**config.mk**
```make
export PLATFORM = sky130hd
export DESIGN_NAME = seq_scan_ctrl
export DESIGN_NICKNAME = d
export VERILOG_FILES = /design/src/rtl/seq_pkg.sv /design/src/rtl/pattern_match.sv /design/src/rtl/seq_scan_ctrl.sv
export SDC_FILE = /design/constraint.sdc
export NUM_CORES = 1
export LEC_CHECK = 0
export CORE_ASPECT_RATIO = 2
export CORE_MARGIN = 2
export CORE_UTILIZATION = 32
export DETAILED_ROUTE_END_ITERATION = 10
export GPL_ROUTABILITY_DRIVEN = 0
export SYNTH_ARGS = -nofsm -noshare
export SYNTH_HDL_FRONTEND = slang
export SYNTH_SLANG_ARGS = --single-unit
```
**constraint.sdc**
```tcl
create_clock -name clk -period 4.7 [get_ports clk]
set_input_delay 0.705 -clock clk [delete_from_list [all_inputs] [get_ports clk]]
set_output_delay 0.705 -clock clk [all_outputs]
set_load 0.01 [all_outputs]
```
**src/rtl/seq_pkg.sv**
```systemverilog
// Shared definitions for the serial sequence scan controller.
// Holds the FSM state encodings, the default widths and the default pattern.
package seq_pkg;

    // FSM state encodings (2-bit, legacy-compatible constants)
    localparam logic [1:0] ST_IDLE = 2'd0;
    localparam logic [1:0] ST_SCAN = 2'd1;
    localparam logic [1:0] ST_DONE = 2'd2;

    // Default widths
    localparam int unsigned PAT_W_DEF = 4;
    localparam int unsigned CNT_W_DEF = 8;
    localparam int unsigned TO_W_DEF  = 16;

    // Default pattern; the MSB is the oldest bit received
    localparam logic [3:0] PAT_1011 = 4'b1011;

endpackage : seq_pkg

```
**src/rtl/pattern_match.sv**
```systemverilog
// Programmable serial pattern matcher.
// Shifts qualified bits into a history register, tracks how many valid bits
// the history holds (fill) and flags a hit when a full history equals the
// pattern. In non-overlap mode the fill restarts after a hit, so no bit of a
// previous match can take part in the next one.
// Ports:
//   clk, rst  - clock, synchronous active-high reset
//   clr       - synchronous clear of history and fill (new job)
//   shift_en  - shift bit_in in this cycle
//   bit_in    - serial data bit
//   pattern   - pattern to match, MSB oldest
//   overlap   - 1 = overlapping detection
//   hit       - combinational, next-state history matches the pattern
module pattern_match
    import seq_pkg::*;
#(
    parameter int unsigned PAT_W = PAT_W_DEF
) (
    input  logic             clk,
    input  logic             rst,
    input  logic             clr,
    input  logic             shift_en,
    input  logic             bit_in,
    input  logic [PAT_W-1:0] pattern,
    input  logic             overlap,
    output logic             hit
);

    localparam int unsigned FILL_W = $clog2(PAT_W + 1);

    logic [PAT_W-1:0]  hist;
    logic [PAT_W-1:0]  hist_n;
    logic [FILL_W-1:0] fill;
    logic [FILL_W-1:0] fill_n;

    // Next-state history, saturating fill and comparator
    always_comb begin
        hist_n = {hist[PAT_W-2:0], bit_in};
        fill_n = (fill == FILL_W'(PAT_W)) ? fill : fill + FILL_W'(1);
        hit    = shift_en && (fill_n == FILL_W'(PAT_W)) && (hist_n == pattern);
    end

    // History kept on a non-overlap hit; fill masks the stale bits
    always_ff @(posedge clk) begin
        if (rst || clr) begin
            hist <= '0;
            fill <= '0;
        end else if (shift_en) begin
            hist <= hist_n;
            fill <= (hit && !overlap) ? '0 : fill_n;
        end
    end

endmodule : pattern_match

```
**src/rtl/seq_scan_ctrl.sv**
```systemverilog
// Run controller for the serial sequence detection path.
// Accepts a scan job over a valid/ready handshake, gates the qualified bit
// stream into the pattern matcher, counts matches and ends the job on target,
// timeout or abort. All outputs are registered.
// Ports:
//   clk, rst          - clock, synchronous active-high reset
//   cfg_valid/ready   - job handshake (ready in IDLE or DONE)
//   cfg_pattern       - pattern, MSB oldest bit
//   cfg_overlap       - 1 = overlapping detection
//   cfg_target        - matches to finish, 0 = free-run
//   cfg_timeout       - SCAN-cycle limit, 0 = none
//   abort             - cancel job
//   data_in/valid     - serial bit and qualifier
//   match_pulse       - one-cycle pulse per match
//   match_count       - matches in current or last job
//   busy              - in SCAN
//   done, timed_out   - job finished / finished by timeout
module seq_scan_ctrl
    import seq_pkg::*;
#(
    parameter int unsigned PAT_W = PAT_W_DEF,
    parameter int unsigned CNT_W = CNT_W_DEF,
    parameter int unsigned TO_W  = TO_W_DEF
) (
    input  logic             clk,
    input  logic             rst,
    input  logic             cfg_valid,
    output logic             cfg_ready,
    input  logic [PAT_W-1:0] cfg_pattern,
    input  logic             cfg_overlap,
    input  logic [CNT_W-1:0] cfg_target,
    input  logic [TO_W-1:0]  cfg_timeout,
    input  logic             abort,
    input  logic             data_in,
    input  logic             data_valid,
    output logic             match_pulse,
    output logic [CNT_W-1:0] match_count,
    output logic             busy,
    output logic             done,
    output logic             timed_out
);

    logic [1:0]       state;
    logic [1:0]       state_n;

    // Latched job configuration
    logic [PAT_W-1:0] pattern_q;
    logic             overlap_q;
    logic [CNT_W-1:0] target_q;
    logic [TO_W-1:0]  timeout_q;

    logic [TO_W-1:0]  timer;
    logic [TO_W-1:0]  timer_n;
    logic [CNT_W-1:0] count_n;
    logic             pulse_n;
    logic             done_n;
    logic             timed_out_n;
    logic             load;
    logic             shift_en;
    logic             hit;
    logic             completed;

    assign shift_en = (state == ST_SCAN) && data_valid;

    pattern_match #(
        .PAT_W (PAT_W)
    ) u_match (
        .clk      (clk),
        .rst      (rst),
        .clr      (load),
        .shift_en (shift_en),
        .bit_in   (data_in),
        .pattern  (pattern_q),
        .overlap  (overlap_q),
        .hit      (hit)
    );

    // Next-state and next-output logic
    always_comb begin
        state_n     = state;
        timer_n     = timer;
        count_n     = match_count;
        pulse_n     = 1'b0;
        done_n      = done;
        timed_out_n = timed_out;
        load        = 1'b0;
        completed   = 1'b0;

        case (state)
            ST_IDLE, ST_DONE: begin
                // abort outranks a job request in the same cycle
                if (abort) begin
                    state_n     = ST_IDLE;
                    done_n      = 1'b0;
                    timed_out_n = 1'b0;
                end else if (cfg_valid) begin
                    load        = 1'b1;
                    state_n     = ST_SCAN;
                    timer_n     = '0;
                    count_n     = '0;
                    done_n      = 1'b0;
                    timed_out_n = 1'b0;
                end
            end
            ST_SCAN: begin
                if (abort) begin
                    // count held; a hit in this cycle is dropped
                    state_n = ST_IDLE;
                    done_n  = 1'b0;
                end else begin
                    timer_n = timer + TO_W'(1);
                    if (hit) begin
                        pulse_n = 1'b1;
                        count_n = match_count + CNT_W'(1);
                        if ((target_q != '0) && (count_n == target_q)) begin
                            completed   = 1'b1;
                            state_n     = ST_DONE;
                            done_n      = 1'b1;
                            timed_out_n = 1'b0;
                        end
                    end
                    // completion wins over a coincident timeout
                    if (!completed && (timeout_q != '0) &&
                        (timer == timeout_q - TO_W'(1))) begin
                        state_n     = ST_DONE;
                        done_n      = 1'b1;
                        timed_out_n = 1'b1;
                    end
                end
            end
            default: begin
                state_n = ST_IDLE;
            end
        endcase
    end

    // State, configuration and registered outputs
    always_ff @(posedge clk) begin
        if (rst) begin
            state       <= ST_IDLE;
            pattern_q   <= '0;
            overlap_q   <= 1'b0;
            target_q    <= '0;
            timeout_q   <= '0;
            timer       <= '0;
            match_count <= '0;
            match_pulse <= 1'b0;
            done        <= 1'b0;
            timed_out   <= 1'b0;
            busy        <= 1'b0;
            cfg_ready   <= 1'b1;
        end else begin
            state       <= state_n;
            timer       <= timer_n;
            match_count <= count_n;
            match_pulse <= pulse_n;
            done        <= done_n;
            timed_out   <= timed_out_n;
            busy        <= (state_n == ST_SCAN);
            cfg_ready   <= (state_n != ST_SCAN);
            if (load) begin
                pattern_q <= cfg_pattern;
                overlap_q <= cfg_overlap;
                target_q  <= cfg_target;
                timeout_q <= cfg_timeout;
            end
        end
    end

endmodule : seq_scan_ctrl

```
==> impl_metrics.yaml, run 1 <==
worst_setup_path:
  worstSetupPathType: "input port to register"
  crit_end: "busy"
  r2r_slack_ns: 1.64
  crit_start: "data_valid"
  end_kind: "register"
  rr_startpoint: "timeout_q[0]"
  required_ns: 4.92
  reg2reg_depth: 9
  worstPathArrival_ns: 3.42
  crit_path_start_kind: "input port"
  crit_fanout: 8
  r2r-end: "timed_out"
floorplan:
  core_area_um2: 10900
  initial_core_util_pct: 32.7
  dieHeight_um: 153
  io_pins: 48
  die-area_um2: 12000
  row_count: 54
  die_x_um: 78.5
route:
  drc: 0
  vias: 3313
  ant_nets: 0
  firstDrtPassIters: 4
  viasPerCell: 5.23
  wl_per_cell_um: 15.0
  wl_um: 9540
  drt_iter0_drc: 100
synth:
  mappedNetlistArea_um2: 3560
  avgSynthCellArea_um2: 7.76
  ys_ff_latch: 66
  synth.distinct_cells: 53
  ys.flop_type: "dfxtp_1"
  syn_inst: 458
  synth_nets: 499
  yosysSeqAreaShare_pct: 37.2
  synth_top_area_cell: "dfxtp_1"
  ys_warn_count: 0
  async_flop_share_pct: 0
  synth-edff-count: 0
  yosys-top-cells-area: "dfxtp_1, nand2_1, a21oi_1, xnor2_1, xor2_1"
  synth_top_area_share_pct: 37.2
flow_run:
  timing.max_cap.violations: 0
global_route:
  grt_pass1_wl_um: 15700
  grt_use_total_pct: 16.6
  antenna_found_initial: 0
  grt_max_degree: 32
  grt_overflow: 0
  grt_pass1_vias: 3407
pwr:
  p_leak_uw: 0.00152
  ir_worst_vdd_mv: 0.231
  powerDensity_nw_per_um2: 314
finish:
  drive_gt1_share_pct: 5.06
  final_cell_mix: "nand2_1, dfxtp_1, a21oi_1"
  fin_cells: 634
  fillers: 1076
  syn2layout_area_growth_pct: 23.0
  final_common_cell: "nand2_1"
  n_antenna_cell: 0
  final_nets: 531
  stdcell_area_um2: 4370
sta:
  grt_setup_unrepaired: "no"
  fmax_mhz: 312
  setup_tns_ns: 0
  setup_viol: 0
  worst_clock_skew_ns: 0.00531
  hold_viol_final: 0
  max_slew.worst_pin.slew_ns: 1.18
  period_needed_ns: 3.21
  drv_slew: 0
  fin_crit_sh_pct: 68.3
  slew-limit-headroom_pct: 21.4
  finalWorstSetupSlack_ns: 1.49
clock_network:
  clkSinkCount: 66
  root_buffer: "clkbuf_16"
  clk_latency_ns: 0.32
  cts_buffers: 9
  cts_resized: 0
  cts_tree: "done"
  cts_setup_buffers: 0
  cts-hold-fix-buffers: 0
  clk_pin_slew_ns: 0.05
  htree_num_levels: 3
  clock_path_buffers: 2
placed_design:
  placedInstanceArea_um2: 4100
  dp_hpwl_um: 7300
  placed_cells: 619
  portBuffers: 47
  place_ws_ns: 1.13
status:
  status: "finished, final reports clean"
min_path:
  whs_path_depth: 2
  min_path_type: "register to register"
## Yosys cell counts (all sizes together) (2+ instances only)
library cell,instances
a211oi,5
a21o,4
a21oi,52
a31oi,2
and2,2
and3,2
buf,8
clkbuf,20
dfxtp,66
ha,6
inv,7
mux2i,6
nand2,80
nand2b,5
nand3,15
nand4,8
nor2,46
nor3,8
nor3b,2
nor4,8
nor4b,2
o21ai,19
or3,9
or3b,2
or4,7
xnor2,27
xor2,21
## worst min-delay path by stage
stage / end / start
after floorplan: overlap_q / overlap_q
after global placement: pattern_q[0] / pattern_q[0]
after detailed placement: pattern_q[0] / pattern_q[0]
after CTS: pattern_q[2] / pattern_q[2]
after global routing: pattern_q[0] / pattern_q[0]
final: pattern_q[2] / pattern_q[2]
## cell type report
type	instances	area [µm²]	share of cell area, %
Multi-Input combinational cell	357	2090	47.9
Clock inverter	3	15.0	0.343
Tap cell	140	175	4.00
Timing Repair Buffer	49	485	11.1
Clock buffer	12	256	5.86
Sequential cell	66	1320	30.2
Inverter	7	26.3	0.601
## metrics by stage
step                hold WS [ns]  power (µW)  util [%]
floorplan                  0.436         715         -
global placement           0.461         779      37.7
detailed placement         0.465         782      37.7
CTS                        0.471        1390      40.2
global route               0.499        1430      40.2
finish                     0.468        1370      40.2
## report_power, final
group | internal, µW | total [µW] | leakage (µW) | switching [µW]
clock | 379 | 604 | 0.000138 | 225
sequential | 575 | 593 | 0.000535 | 18.8
combinational | 82.6 | 176 | 0.000843 | 92.9
## logic make-up after synthesis
kind of cell | share of synthesized area, %
xor gates and xnor gates | 11.8
and+or+nand+nor | 27.9
muxes | 1.69
adders and majority gates | 2.11
DFF | 37.2
buffers and inverters | 4.01
AOI/OAI and AO/OA | 15.3
## critical path, stage by stage
cell and delay [ns]:
clkdlybuf4s50_1 0.46, and3b_1 0.45, nand3_1 0.14, or4_4 0.55, a2111oi_1 0.71, nor4_1 0.18
a21o_1 0.23
## sequential cells by signal (all words and copies together), names as in the netlist, 2 cells and up
signal / flops
u_match.hist: 3
target_q: 8
timeout_q: 16
timer: 16
u_match.fill: 3
pattern_q: 4
match_count: 8
state: 2
## routing by layer
layer  track usage [%]  vias to the layer above  wire length, µm
li1                  -                     1649                -
met3              2.36                       46              193
met4              14.0                        0              733
met1              15.4                     1538             3460
met5                 0                        -                0
met2              30.5                       80             5150
(Power assumes the default switching activity.)
==> run 2: changes to the inputs <==
- clock period: 4.7 -> 3.15 ns (I/O delays scaled with it)
==> impl_metrics.yaml, run 2 (synthesis gave the netlist of run 1 again) <==
clock_network:
  clock_path_buffers: 2
  clkSinkCount: 66
  clk_pin_slew_ns: 0.05
  cts_resized: 0
  root_buffer: "clkbuf_16"
  cts-hold-fix-buffers: 0
  htree_num_levels: 3
  clk_latency_ns: 0.33
  cts_setup_buffers: 0
  cts_buffers: 9
  cts_tree: "done"
route:
  ant_nets: 0
  wl_met1_um: 3330
  drt_iter0_drc: 127
  vias: 3390
  wl_met2_um: 5510
  wl_per_cell_um: 15.0
  wl_um: 9680
  firstDrtPassIters: 4
  highest_layer: "met4"
  viasPerCell: 5.26
  drc: 0
  wl_met3_um: 259
worst_setup_path:
  required_ns: 3.41
  worstSetupPathType: "register to register"
  critPathSlowestCell: "or4_1"
  crit_fanout: 7
  worstPathArrival_ns: 3.14
  end_kind: "register"
  path_cells: "inv_1, ha_1, or4b_1, o211a_1, or4_4, or3_4, or4_1, a21oi_1"
  path_buf_inv: 1
  crit_path_start_kind: "register"
  critPathTopFamily: "simple AND/OR/NAND/NOR gates"
  critPathMaxStageDelay_ns: 0.51
floorplan:
  core_area_um2: 10900
  row_count: 54
  initial_core_util_pct: 32.7
  io_pins: 48
  die_x_um: 78.5
  dieHeight_um: 153
  die-area_um2: 12000
sta:
  fin_crit_sh_pct: 91.6
  hold_viol_final: 0
  max_slew.worst_pin.slew_ns: 0.795
  fmax_mhz: 347
  setup_viol: 0
  drv_slew: 0
  finalWorstSetupSlack_ns: 0.265
  setup_tns_ns: 0
  worst_clock_skew_ns: 0.00484
  grt_setup_unrepaired: "no"
  slew-limit-headroom_pct: 47.0
  hold_slack_ns: 0.471
  period_needed_ns: 2.88
status:
  status: "finished, final reports clean"
finish:
  drive_gt1_share_pct: 7.14
  n_antenna_cell: 0
  largestRegisters: "timeout_q x16, timer x16"
  final_common_cell: "nand2_1"
  final_nets: 540
  final_cell_mix: "nand2_1, dfxtp_1, a21oi_1"
  fin_cells: 644
  syn2layout_area_growth_pct: 25.6
global_route:
  grt_overflow: 0
  grt_max_degree: 31
  grt_pass1_vias: 3389
  grt_use_total_pct: 16.6
  antenna_found_initial: 0
  grt_pass1_wl_um: 15700
placed_design:
  place_ws_ns: 0.222
  portBuffers: 47
  placed_cells: 628
  dp_hpwl_um: 7480
pwr:
  ir_worst_vdd_mv: 0.368
  powerDensity_nw_per_um2: 477
  p_leak_uw: 0.00157
  power_uw: 2130
flow_run:
  timing.max_cap.violations: 0
min_path:
  min_path_type: "register to register"
-- run 2: cell types whose count changed in the layout (fill, tap and decap cells not counted), sizes merged --
cell	previous run	this run
clkinvlp	0	1
buf	2	11
clkbuf	12	9
bufinv	0	1
clkinv	3	5
-- run 2: worst paths after layout --
| kind | cells past startpoint | slack [ns] | to | from |
|---|---|---|---|---|
| hold reg to reg | 2 | 0.47 | pattern_q[1] | pattern_q[1] |
| setup / recovery | 8 | 0.27 | match_count[7] | u_match.fill[0] |
| setup reg to reg | 8 | 0.27 | match_count[7] | u_match.fill[0] |
| hold / removal | 2 | 0.47 | pattern_q[1] | pattern_q[1] |
-- run 2: final cells by class --
type | instances | area, µm²
Tap cell | 140 | 175
Timing Repair Buffer | 58 | 553
Inverter | 7 | 26.3
Clock inverter | 7 | 70.1
Sequential cell | 66 | 1320
Clock buffer | 9 | 225
Fill cell | 1124 | 6410
Multi-Input combinational cell | 357 | 2090
-- run 2: metal layers --
| metal | vias to the layer above | global-route usage, % |
|---|---|---|
| li1 | 1678 | - |
| met1 | 1604 | 14.5 |
| met2 | 79 | 32.1 |
| met3 | 29 | 2.95 |
| met4 | 0 | 11.9 |
| met5 | - | 0 |
-- run 2: worst reg2reg max path: stages, from the launching register on --
cell and delay [ns]:
dfxtp_1 0.33, inv_1 0.09, ha_1 0.33, or4b_1 0.47, o211a_1 0.12, or4_4 0.43, or3_4 0.38, or4_1 0.51
a21oi_1 0.15
-- run 2: power breakdown --
group / switching (µW) / internal (µW) / leakage [µW]
Sequential: 27.5 / 857 / 0.000535
Combinational: 142 / 130 / 0.000886
Clock: 362 / 610 / 0.000145
Total: 532 / 1600 / 0.00157
-- run 2: stage by stage --
step	utilization, %	instance area [µm²]
2_1_floorplan	-	3560
3_3_place_gp	38.3	4170
3_5_place_dp	38.3	4170
4_1_cts	41.1	4470
5_1_grt	41.1	4470
6_report	41.1	4470
